`config.mk`:
```
export PLATFORM = sky130hd
export DESIGN_NAME = modacc_1693
export DESIGN_NICKNAME = d
export VERILOG_FILES = /design/src/rtl/modq_pkg.sv /design/src/rtl/mod_add_q.sv /design/src/rtl/modacc_1693.sv
export SDC_FILE = /design/constraint.sdc
export NUM_CORES = 1
export LEC_CHECK = 0
export ABC_AREA = 1
export CORE_MARGIN = 2
export CORE_UTILIZATION = 59
export CTS_BUF_LIST = sky130_fd_sc_hd__clkbuf_4 sky130_fd_sc_hd__clkbuf_8
export CTS_CLUSTER_DIAMETER = 120
export CTS_CLUSTER_SIZE = 14
export DETAILED_ROUTE_END_ITERATION = 16
export PLACE_DENSITY = 0.89
export SLEW_MARGIN = 25
export SYNTH_ARGS = -nofsm -noshare
export SYNTH_HDL_FRONTEND = slang
export SYNTH_SLANG_ARGS = --single-unit
```
`constraint.sdc`:
```
create_clock -name clk -period 9.8 [get_ports clk]
set_input_delay 2.45 -clock clk [delete_from_list [all_inputs] [get_ports clk]]
set_output_delay 2.45 -clock clk [all_outputs]
set_load 0.01 [all_outputs]
```
`src/rtl/modq_pkg.sv`:
```
// modq_pkg: shared modulus parameters and accumulator FSM states.
package modq_pkg;
  localparam int Q  = 1693;
  localparam int W  = 11;
  localparam int CW = 16;
  typedef enum logic [1:0] {IDLE = 2'd0, ACC = 2'd1, OUT = 2'd2} state_t;
endpackage

```
`src/rtl/mod_add_q.sv`:
```
// mod_add_q: (a + b) mod Q by one conditional subtract; needs a + b < 2Q.
module mod_add_q #(
  parameter int Q = 1693,
  parameter int W = 11
) (
  input  logic [W-1:0] a_i,
  input  logic [W-1:0] b_i,
  output logic [W-1:0] r_o
);
  localparam logic [W:0] QV = (W+1)'(Q);
  logic [W:0] s;
  assign s   = {1'b0, a_i} + {1'b0, b_i};
  assign r_o = W'(s >= QV ? s - QV : s);
endmodule

```
`src/rtl/modacc_1693.sv`:
```
// modacc_1693: frame accumulator summing residues mod Q, with term count and
// out-of-range flag, valid/ready handshakes on both input and output.
module modacc_1693
  import modq_pkg::*;
#(
  parameter int Q  = modq_pkg::Q,
  parameter int W  = modq_pkg::W,
  parameter int CW = modq_pkg::CW
) (
  input  logic          clk,
  input  logic          rst_n,
  input  logic [W-1:0]  din_a,
  input  logic          din_valid,
  input  logic          din_last,
  output logic          din_ready,
  output logic [W-1:0]  dout_r,
  output logic [CW-1:0] dout_cnt,
  output logic          dout_err,
  output logic          dout_valid,
  input  logic          dout_ready
);
  state_t        state_q;
  logic [W-1:0]  acc_q, acc_d, t;
  logic [CW-1:0] cnt_q, cnt_d;
  logic          err_q, err_d;
  // Pre-reduction shares the adder with b tied low; a changed value means din_a >= Q.
  mod_add_q #(.Q(Q), .W(W)) u_pre (.a_i(din_a), .b_i('0), .r_o(t));
  mod_add_q #(.Q(Q), .W(W)) u_acc (.a_i(acc_q), .b_i(t), .r_o(acc_d));
  always_comb begin
    cnt_d = &cnt_q ? cnt_q : cnt_q + 1'b1;
    err_d = err_q | (t != din_a);
  end
  always_ff @(posedge clk) begin
    if (!rst_n) begin
      state_q <= IDLE;
      acc_q   <= '0;
      cnt_q   <= '0;
      err_q   <= 1'b0;
    end else if (state_q == OUT) begin
      if (dout_ready) begin
        state_q <= IDLE;
        acc_q   <= '0;
        cnt_q   <= '0;
        err_q   <= 1'b0;
      end
    end else if (din_valid) begin
      state_q <= din_last ? OUT : ACC;
      acc_q   <= acc_d;
      cnt_q   <= cnt_d;
      err_q   <= err_d;
    end
  end
  assign din_ready  = state_q != OUT;
  assign dout_valid = state_q == OUT;
  assign dout_r     = acc_q;
  assign dout_cnt   = cnt_q;
  assign dout_err   = err_q;
endmodule

```
# Yosys cells after proc, flatten, opt, wreduce, memory -nomap -nowiden
# Cells that the tools add are included.
# word_totals
out_inout_bits	30
ff_bits	30
in_bits	16
elab_cells	36
# classes
n_eq_ne	5
magnitude_cmp	2
n_addsub	4
bitwise_logic	1
mux	16
reduce_logical	4
# ops
cell	count
$mux 16	4
$mux 11	5
$sub 11x11->11 const B	2
$add 16x1->16 const B	1
$reduce_and 16->1	1
$add 11x11->12	1
$ge 12x11->1 const B	1
$ge 11x11->1 const B	1
$ne 11x11->1	1
$mux 2	4
$ne 2x2->1 const B	2
$mux 1	3
$reduce_and 3->1	1
$eq 2x2->1 const B	1
$ne 2x1->1 const B	1
$reduce_and 2->1	1
$reduce_bool 2->1	1
$or 1x1->1	1

# Depth between registers and ports, before layout
# logic_depth
depth_word	7
ltp_mapped	28
ltp_nobuf	28

# Cells and area by module
# Synthesis repeated with hierarchy kept, for this count alone.
# hier_totals
hier_cells	663
area_unflattened_um2	3872.5
# modules_own_cells
module	cells_per_inst	n_inst	area_each_um2	seq_area_each_um2
modacc_1693	297	1	1818.0	600.6
mod_add_q at u_acc	186	1	1083.5	0.0
mod_add_q at u_pre	180	1	970.9	0.0

# Worst setup path before layout
# OpenSTA, ideal clock, no wires.
# synth_timing
path_kind	input-to-reg
startpoint	in din_a[1]
endpoint	reg acc_q[2], in the netlist dout_r[2]
stages	23
required_time_ns	9.668
arrival_time_ns	5.323
setup_time_ns	0.132
slack_ns	4.345
n_path_buf	1
cell_sequence	o21ai_0 -> o21ai_0 -> nand2_1 -> nand2_1 -> nand2_1 -> o41ai_1 -> nand2_1 -> xor2_1 -> ha_1 -> inv_1 -> fa_1 -> ha_1 -> inv_1 -> nor2_1 -> nor3_1 -> nand3_1 -> nand2_1 -> nand2_2 -> nand2_4 -> buf_6 -> nand3_2 -> nand3_1 -> a21oi_1
# synth_via
elab_chain_cells	7
word_cells_on_any_way	9
classes_between	3 x add/sub; 2 x order compare; 4 x mux
# synth_lines
item	line_no	source
start, declared	modacc_1693.sv:12	input logic [W-1:0] din_a,
$sub 11x11->11 or $ge 11x11->1 (tied branches)	mod_add_q.sv:13	assign r_o = W'(s >= QV ? s - QV : s);
$mux 11 *	mod_add_q.sv:13	
$add 11x11->12 *	mod_add_q.sv:12	assign s = {1'b0, a_i} + {1'b0, b_i};
$sub 11x11->11 or $ge 12x11->1 (tied branches)	mod_add_q.sv:13	
$mux 11 *	mod_add_q.sv:13	
$mux 11 *	modacc_1693.sv:46	end else if (din_valid) begin
$mux 11 *	modacc_1693.sv:39	end else if (state_q == OUT) begin
end signal, assigned	modacc_1693.sv:36	acc_q <= '0;
end signal, assigned	modacc_1693.sv:42	acc_q <= '0;
end signal, assigned	modacc_1693.sv:48	acc_q <= acc_d;
end, declared	modacc_1693.sv:23	logic [W-1:0] acc_q, acc_d, t;
# Every way passes the cells marked *; elsewhere a longest branch is shown, timed or not. The select of a mux whose other input is x is not followed.
# A chain may end at the register's enable or synchronous reset.

# Worst setup path after layout
# layout_timing
startpoint	in din_a[2]
endpoint	reg acc_q[8], in the netlist dout_r[8]
# The elaborated chain is that of the path after synthesis.

==> results.py <==
metrics = {
    "outcome": {
        "status": "completed",
    },
    "finish": {
        "nNetsFinal": 505,
        "final_cell_mix": "125 x nand2_1, 71 x inv_1, 45 x clkdlybuf4s50_1",
        "layout_commonest_cell": "nand2_1",
        "syn_to_final_growth_pct": 23.2,
        "drive_gt1_share_pct": 7.61,
        "final_cells": 525,
        "diodes": 0,
    },
    "yosys": {
        "synth.distinct_cells": 36,
        "syn-instance-count": 424,
        "seq_area_frac_synth_pct": 23.0,
        "syn_area_sq_um": 2610,
        "synth_warnings": 0,
        "synth_area_per_cell_sq_um": 6.16,
        "ys_ff_latch": 30,
        "syn-num-nets": 457,
    },
    "floorplan": {
        "row_count": 24,
        "io_pins": 46,
        "die_h_microns": 70.6,
        "coreArea_sq_um": 4320,
        "die_x_microns": 70.6,
        "die_area_sq_um": 4980,
        "initial_core_util_pct": 60.4,
    },
    "critical_path": {
        "required_ps": 10010,
        "critPathArrivalTime_ps": 6430,
        "critPathCaptureType": "flop",
        "crit_type": "in2reg",
        "cp_slowest_cell": "clkdlybuf4s50_1",
        "slowest_delay_ps": 520,
        "cp.buffers_inverters": 3,
        "crit_chain": "clkdlybuf4s50_1 -> o21ai_0 -> o21ai_0 -> nand2_1 -> nand2_1 -> nand2_1 -> o41ai_1 -> nand2_1 -> xor2_1 -> ha_1 -> inv_1 -> fa_1 -> ha_1 -> inv_1 -> nor2_1 -> nor3_1 -> nand3_1 -> nand2_1 -> nand2_2 -> nand2_4 -> nand2_1 -> nand2_1 -> nand3_1 -> a21oi_1",
        "critPathLaunchType": "input port",
        "cp_common_cell": "nand2_1",
        "cp_top_family": "simple AND/OR/NAND/NOR gates",
        "critPathMaxFanout": 18,
    },
    "routing": {
        "viasPerCell": 5.48,
        "drt_wl_total_mm": 6.69,
        "vias": 2875,
        "antenna_left": 0,
        "drtIter0Drc": 197,
        "wl_per_cell_microns": 12.7,
        "drt_first_pass_iters": 5,
        "drc": 0,
    },
    "sta": {
        "relSlewSlack_pct": 68.3,
        "fmax_ghz": 0.161,
        "period_share_pct": 63.4,
        "setup_viol": 0,
        "worst_pin_slew_ps": 475,
        "tns_ps": 0,
        "hold_violations": 0,
        "rsz0062_at_grt": "false",
        "fin_skew_ps": 7.58,
        "period_needed_ps": 6220,
        "finalMaxSlewViolations": 0,
    },
    "power_and_ir_drop": {
        "clock_power_share_pct": 16.5,
        "power_frac_comb_pct": 62.5,
        "p_seq_share_pct": 21.0,
        "swShare_pct": 48.8,
        "switchingPower_mw": 0.376,
        "p_int_mw": 0.395,
        "powerDensity_nw_per_um2": 240,
        "p_leak_nw": 1.56,
        "vdd_ir_drop_max_uv": 164,
    },
    "placement": {
        "place.port_buffers": 45,
        "dp_cells": 517,
        "dpl.hpwl_mm": 5.35,
        "place.gp.congestion": 0.932,
    },
    "clock_network": {
        "post-cts-setup-buffer-count": 0,
        "post_cts_resized": 0,
        "cts_hold_buf": 0,
        "cts-root-buf": "clkbuf_8",
        "clkLatencyLatePin_ps": 290,
        "cts.sink_count": 30,
        "cts-htree-levels": 2,
        "numCtsBuffers": 5,
        "clockBufferDepth": 2,
        "path_clk_slew_ps": 70,
        "cts_tree": "yes",
    },
    "worst_hold_path": {
        "hold_path.class": "reg2reg",
    },
    "run": {
        "drv_cap": 0,
    },
    "global_routing": {
        "grt_max_degree": 19,
        "grt_pass1_vias": 2649,
        "grt_first_pass_wirelength_mm": 11.1,
        "grt_usage_pct": 27.2,
        "grt_overflow_total": 0,
        "grt_antenna_before_repair": 0,
    },
}
## worst min-delay path: cells and delay by family, from the launching register on
kind                   cells  cell delay [ps]
DFF                        1              320
AOI/OAI and AO/OA          1               50
buffers and inverters      1               50
## sequential cells by signal, indices dropped and copies added (netlist names)
signal,count
dout_err,1
state_q,2
dout_r,11
dout_cnt,16
## cell usage after synthesis
master | count | area share [%]
a21oi_4 | 1 | 0.62
nand4_2 | 2 | 0.96
nand3_1 | 36 | 6.9
inv_2 | 3 | 0.43
clkbuf_1 | 2 | 0.29
buf_2 | 1 | 0.19
fa_1 | 1 | 0.77
o41ai_1 | 1 | 0.34
a221oi_1 | 1 | 0.34
nor3_2 | 1 | 0.38
or2_1 | 1 | 0.24
nand4_1 | 5 | 1.2
nor2_2 | 2 | 0.48
a32oi_1 | 2 | 0.67
nor3b_1 | 1 | 0.29
nand2_2 | 6 | 1.4
a31oi_1 | 1 | 0.24
buf_6 | 1 | 0.43
ha_1 | 16 | 7.7
dfxtp_1 | 30 | 23
nand3_2 | 7 | 2.7
nor3_1 | 9 | 1.7
o21ai_0 | 14 | 2.7
o21ai_1 | 1 | 0.19
xnor2_1 | 3 | 1.0
nor2_1 | 33 | 4.7
a21oi_1 | 29 | 5.6
nand2_1 | 125 | 18
nand2_4 | 2 | 0.86
a211oi_1 | 3 | 0.86
o21a_1 | 2 | 0.57
xor2_1 | 7 | 2.3
nor2_4 | 2 | 0.86
a21oi_2 | 1 | 0.34
xor2_2 | 1 | 0.62
inv_1 | 71 | 10
## routing by layer
metal | part of all wire [%] | GRT usage (%) | wire length [microns] | vias to the layer above
li1 | - | - | - | 1456
met1 | 43 | 31.9 | 2850 | 1305
met2 | 50 | 48.8 | 3320 | 99
met3 | 5.2 | 4.84 | 349 | 15
met4 | 2.6 | 11.7 | 174 | 0
met5 | 0 | 0 | 0 | -
## power groups by stage
stage / Clock, mW / Combinational (mW) / Sequential [mW]
6_report: 0.128 / 0.482 / 0.162
5_1_grt: 0.134 / 0.540 / 0.164
3_5_place_dp: 0 / 0.473 / 0.164
3_3_place_gp: 0 / 0.459 / 0.164
4_1_cts: 0.130 / 0.477 / 0.162
2_1_floorplan: 0 / 0.357 / 0.164
## logic make-up after synthesis
family                   count (synthesis)  synth area share, %
AO/OA/AOI/OAI                           56                 12.4
XOR/XNOR                                11                 3.97
adder cells (fa/ha/maj)                 17                 8.43
buffers and inverters                   78                 11.5
flip-flops                              30                 23.0
AND/OR/NAND/NOR                        232                 40.7
## area by class of cell
class	count	area [sq um]
clock inverters	2	37.5
fillers	372	1100
well taps	52	65.1
clock buffers	6	76.3
repair buffers	45	450
multi-input cells	316	1710
flip-flops and latches	30	601
inverters	74	278
## metrics by stage
stage | util (%) | total power, mW | instance area (sq um) | setup WS, ps | hold WS [ps]
3_3_place_gp | 71.8 | 0.623 | 3110 | 3510 | 446
3_5_place_dp | 71.8 | 0.637 | 3110 | 3370 | 449
5_1_grt | 74.5 | 0.837 | 3220 | 3140 | 487
2_1_floorplan | - | 0.522 | 2610 | 4340 | 441
4_1_cts | 74.5 | 0.768 | 3220 | 3650 | 461
6_report | 74.5 | 0.771 | 3220 | 3580 | 457
## final timing paths
| check | from | to | slack [ps] | cells after the start |
|---|---|---|---|---|
| max reg2reg | dout_r[0]$_SDFFE_PN0P_ | dout_r[8]$_SDFFE_PN0P_ | 7030 | 15 |
| min | dout_cnt[10]$_SDFFE_PN0P_ | dout_cnt[10]$_SDFFE_PN0P_ | 460 | 2 |
| max | din_a[2] | dout_r[8]$_SDFFE_PN0P_ | 3580 | 24 |
| min reg2reg | dout_cnt[10]$_SDFFE_PN0P_ | dout_cnt[10]$_SDFFE_PN0P_ | 460 | 2 |
No activity file was read; power rests on OpenSTA's default activity.
